[src/rtl/ahb_cpu_bridge.sv]
// CPU load/store to AHB-Lite master bridge. One request in flight at a time. The fabric is
// word-only with no wait states, so sub-word stores run as read-modify-write.
module ahb_cpu_bridge #(
  parameter logic [31:0] RESET_HADDR = 32'h0000_0000
) (
  input  logic        HCLK,
  input  logic        HRESETn,
  input  logic        req_valid,
  output logic        req_ready,
  input  logic [31:0] req_addr,
  input  logic        req_write,
  input  logic [1:0]  req_size,
  input  logic        req_signed,
  input  logic [31:0] req_wdata,
  output logic        rsp_valid,
  output logic [31:0] rsp_rdata,
  output logic        rsp_err,
  output logic [31:0] HADDR,
  output logic        HWRITE,
  output logic [31:0] HWDATA,
  input  logic [31:0] HRDATA
);

  typedef enum logic [2:0] {IDLE, RD_A, RD_D, WR_A, WR_D, RESP, ERR} state_t;

  typedef struct packed {
    logic [1:0]  lane;
    logic        write;
    logic [1:0]  size;
    logic        sgn;
    logic [31:0] wdata;
  } req_t;

  state_t      state, state_nxt;
  req_t        req_q;
  logic [31:0] old_q;
  logic        accept, bad;

  assign req_ready = (state == IDLE);
  assign accept    = req_valid && (state == IDLE);
  assign bad       = (req_size == 2'b11) ||
                     (req_size == 2'b01 && req_addr[0]) ||
                     (req_size == 2'b10 && req_addr[1:0] != 2'b00);

  function automatic logic [31:0] extract(input logic [31:0] w, input req_t r);
    logic [31:0] sh;
    sh = w >> {r.lane, 3'b000};
    case (r.size)
      2'b00:   extract = r.sgn ? {{24{sh[7]}}, sh[7:0]} : {24'b0, sh[7:0]};
      2'b01:   extract = r.sgn ? {{16{sh[15]}}, sh[15:0]} : {16'b0, sh[15:0]};
      default: extract = w;
    endcase
  endfunction

  // Addressed lane comes from wdata, other lanes from the word read in RD_D.
  function automatic logic [31:0] merge(input logic [31:0] old, input req_t r);
    logic [31:0] mask;
    case (r.size)
      2'b00:   mask = 32'h0000_00FF << {r.lane, 3'b000};
      2'b01:   mask = 32'h0000_FFFF << {r.lane[1], 4'b0000};
      default: mask = 32'hFFFF_FFFF;
    endcase
    merge = (old & ~mask) | ((r.wdata << {r.lane, 3'b000}) & mask);
  endfunction

  always_comb begin
    state_nxt = state;
    case (state)
      IDLE: if (accept) begin
        if (bad)                               state_nxt = ERR;
        else if (req_write && req_size == 2'b10) state_nxt = WR_A;
        else                                   state_nxt = RD_A;
      end
      RD_A:    state_nxt = RD_D;
      RD_D:    state_nxt = req_q.write ? WR_A : RESP;
      WR_A:    state_nxt = WR_D;
      WR_D:    state_nxt = RESP;
      RESP:    state_nxt = IDLE;
      ERR:     state_nxt = IDLE;
      default: state_nxt = IDLE;
    endcase
  end

  always_ff @(posedge HCLK or negedge HRESETn) begin
    if (!HRESETn) begin
      state     <= IDLE;
      req_q     <= '0;
      old_q     <= '0;
      HADDR     <= RESET_HADDR;
      HWRITE    <= 1'b0;
      HWDATA    <= '0;
      rsp_valid <= 1'b0;
      rsp_rdata <= '0;
      rsp_err   <= 1'b0;
    end else begin
      state     <= state_nxt;
      HWRITE    <= (state_nxt == WR_A);
      rsp_valid <= 1'b0;
      if (accept)
        req_q <= '{lane: req_addr[1:0], write: req_write, size: req_size,
                   sgn: req_signed, wdata: req_wdata};
      // RMW reuses this address for its write phase, so it is only loaded at accept.
      if (accept && !bad) HADDR <= {req_addr[31:2], 2'b00};
      if (state == RD_D)  old_q <= HRDATA;
      if (state == WR_A)  HWDATA <= merge(old_q, req_q);
      if (state == RESP) begin
        rsp_valid <= 1'b1;
        rsp_err   <= 1'b0;
        rsp_rdata <= req_q.write ? 32'h0 : extract(old_q, req_q);
      end
      if (state == ERR) begin
        rsp_valid <= 1'b1;
        rsp_err   <= 1'b1;
        rsp_rdata <= '0;
      end
    end
  end

endmodule
[config.mk]
export PLATFORM = sky130hd
export DESIGN_NAME = ahb_cpu_bridge
export DESIGN_NICKNAME = d
export VERILOG_FILES = /design/src/rtl/ahb_cpu_bridge.sv
export SDC_FILE = /design/constraint.sdc
export NUM_CORES = 1
export LEC_CHECK = 0
export BUFFER_PORTS_ARGS = -buffer_cell sky130_fd_sc_hd__buf_2
export CORE_ASPECT_RATIO = 2
export CORE_MARGIN = 8
export CORE_UTILIZATION = 30
export DETAILED_ROUTE_END_ITERATION = 12
export PLACE_DENSITY = 0.5
export SLEW_MARGIN = 20
export SYNTH_ARGS = -nofsm -noshare
export SYNTH_HDL_FRONTEND = slang
export SYNTH_SLANG_ARGS = --single-unit
export TNS_END_PERCENT = 1
[constraint.sdc]
create_clock -name HCLK -period 3.07 [get_ports HCLK]
set_input_delay 0.614 -clock HCLK [delete_from_list [all_inputs] [get_ports HCLK]]
set_output_delay 0.614 -clock HCLK [all_outputs]
set_load 0.01 [all_outputs]
==> reports/results.txt <==
Status: completed
Mapped Cells: 598
CTS Hold Buffers Added: 0
Compound-cell area share of the yosys netlist: 0.145
Starting Density: 0.304
Synth Warn #: 0
Largest family of logic cells by synthesized area: multiplexers
Share of layout cells above drive strength 1: 0.419
DRC Markers: 0
Total CTS buffers: 17
Initial antenna violation count: 1
Worst path slowest cell: a211oi_4
Inserted Diodes: 0
Peak VDD IR: 0.000537 V
Synth Area in XOR/XNOR: 0.00116
Yosys cell types: 40
Post-Synth Adder-Cell Area: 0
Root Buffer: clkbuf_16
Leakage: 4.51 nW
Fillers: 2,493
Hold/Removal Path Class: primary input to async pin
Clk slew on worst S/H paths: 0.07 ns
Initial DRC Count: 261
RSZ-0062 raised after global routing: false
Final Hold Fails: 0
# H-tree levels: 4
I/O Buffers: 200
IO Pins: 203
CP peak stage delay: 0.71 ns
Post-synth top flop: dfrtp_1
Antenna-violating nets left: 0
Overflow after GRT: 0
Max capacitance violation total: 0
Final period utilization: 0.687
Setup Buffers After CTS: 0
Via Count: 5,578
Row count: 82
Placer's final routability congestion estimate: 0.828
CTS Sinks: 170
Startpoint Class: register
Relative slew slack: 0.457
Final setup TNS: 0 ns
Most frequent cells in the layout: buf_2, dfrtp_1, mux2_2
Pin slew with the least headroom to its limit: 0.813 ns
Worst hold margin: 0.145 ns
Worst EP arrival: 2.49 ns
Fmax: 0.474 GHz
Core Footprint: 24,900 um2
Total Routing Usage GR: 0.167
Most common cell after layout, fill and taps aside: buf_2
Dpl cells: 1,105
Die width: 128 um
Max Buffers Root-to-Sink: 2
Drt first pass iters: 4
Final Routed Wirelength: 25,100 um
Critical path type: register to register
First-pass GRT wire length: 38,100 um
Post-synthesis mux area share: 0.215
Mapped Area: 7580 um2
Vias per cell: 4.91
Seq cells post-synth: 170
Finished Layout Cells: 1,137
Synth Area per Inst: 12.7 um2
Die ar.: 30,900 um2
Cts repair resizes: 0
Worst skew pair latency: 0.44 ns
PwrDens: 1170 nW/um2
Largest net degree at the start of global routing: 65
Sequential share of the synthesized area: 0.561
Worst-path fanout max: 16
Die Y: 241 um
Nets: 891
Final min period: 2.11 ns
P&R area growth vs syn: 26.4%
Asr flop ratio synth: 1.00
Post-Synth Simple-Gate Area: 0.0467
CTS tree: built
Setup-failing EPs final: 0
Vias in the first global route: 6,154
Routed length per instance: 22.1 um
CP cell instances: nand4bb_1 > nand2b_1 > a211oi_4 > a221o_1
Crit end category: register
Max-slew violation count: 0
Final Skew: 0.0113 ns
Post-synth EDFFs: 0
Detailed placement HPWL: 19,700 um
Worst Path Required: 3.45 ns
-- power breakdown --
part | internal [mW] | switching [mW] | total (mW)
Clock | 1.40 | 0.916 | 2.32
Combinational | 2.14 | 2.27 | 4.41
Sequential | 3.31 | 1.15 | 4.45
Total | 6.85 | 4.34 | 11.2
-- routing by layer --
layer,GRT usage,vias to the layer above,share of wire
li1,-,2606,-
met1,0.158,2761,0.34
met2,0.317,167,0.56
met3,0.0522,42,0.061
met4,0.0790,2,0.035
met5,0,-,0.00048
-- path summary, 6_finish.rpt --
check	start	cells after the start	slack [ns]	end
worst max-delay path	state[1]	4	0.96	rsp_rdata[27]
worst min register to register	HWDATA[13]	2	0.48	HWDATA[13]
max in group asynchronous	HRESETn	2	2.17	req_q[11]
min in group HCLK	req_signed	3	0.37	req_q[32]
worst max register to register	state[1]	4	0.96	rsp_rdata[27]
worst min-delay path	HRESETn	1	0.14	HADDR[5]
-- stage by stage --
stage	util	total power, mW	area [um2]	setup WS, ns
after CTS	0.384	11.4	9580	0.944
after global routing	0.384	11.9	9580	0.812
final	0.384	11.2	9580	0.961
after floorplan	-	7.07	7580	1.31
after global placement	0.359	8.94	8950	0.960
after detailed placement	0.359	9.00	8950	0.944
-- flip-flops by register name (all words and copies together) (netlist names) --
signal / flops
req_q: 38
old_q: 32
rsp_valid: 1
HADDR: 30
rsp_rdata: 32
HWRITE: 1
state: 3
rsp_err: 1
HWDATA: 32
-- cell usage after synthesis, types with 7 or more instances --
master	count	area (um2)
o21ai_0	41	205
dfrtp_1	170	4250
nand2_1	37	139
o31ai_1	8	60.1
mux2_2	84	946
mux2_1	30	338
a221oi_1	14	123
a22oi_1	23	173
a22o_1	7	61.3
nor2_1	20	75.1
clkbuf_1	20	75.1
a211oi_1	8	60.1
mux2i_1	32	320
inv_1	7	26.3
a21oi_1	15	75.1
buf_2	21	105
a221o_1	25	250
-- cells by family after synthesis --
logic type,count (synthesis)
DFF,170
AOI/OAI and AO/OA,151
muxes,147
and+or+nand+nor,76
buffers and inverters,52
xor gates and xnor gates,1
other,1
-- critical path: cells and delay by family (launching register included) --
family,cells,cell delay (ns)
simple gates,2,0.58
compound gates,2,0.92
flops,1,0.54
-- cell type report --
cell class | count | area [um2] | share of cell area
Inverter | 7 | 26.3 | 0.00274
Timing Repair Buffer | 215 | 1140 | 0.120
Clock inverter | 11 | 169 | 0.0176
Tap cell | 336 | 420 | 0.0439
Multi-Input combinational cell | 377 | 3100 | 0.324
Clock buffer | 21 | 460 | 0.0481
Sequential cell | 170 | 4260 | 0.444
Note: power is estimated with default switching activity, not from simulation.
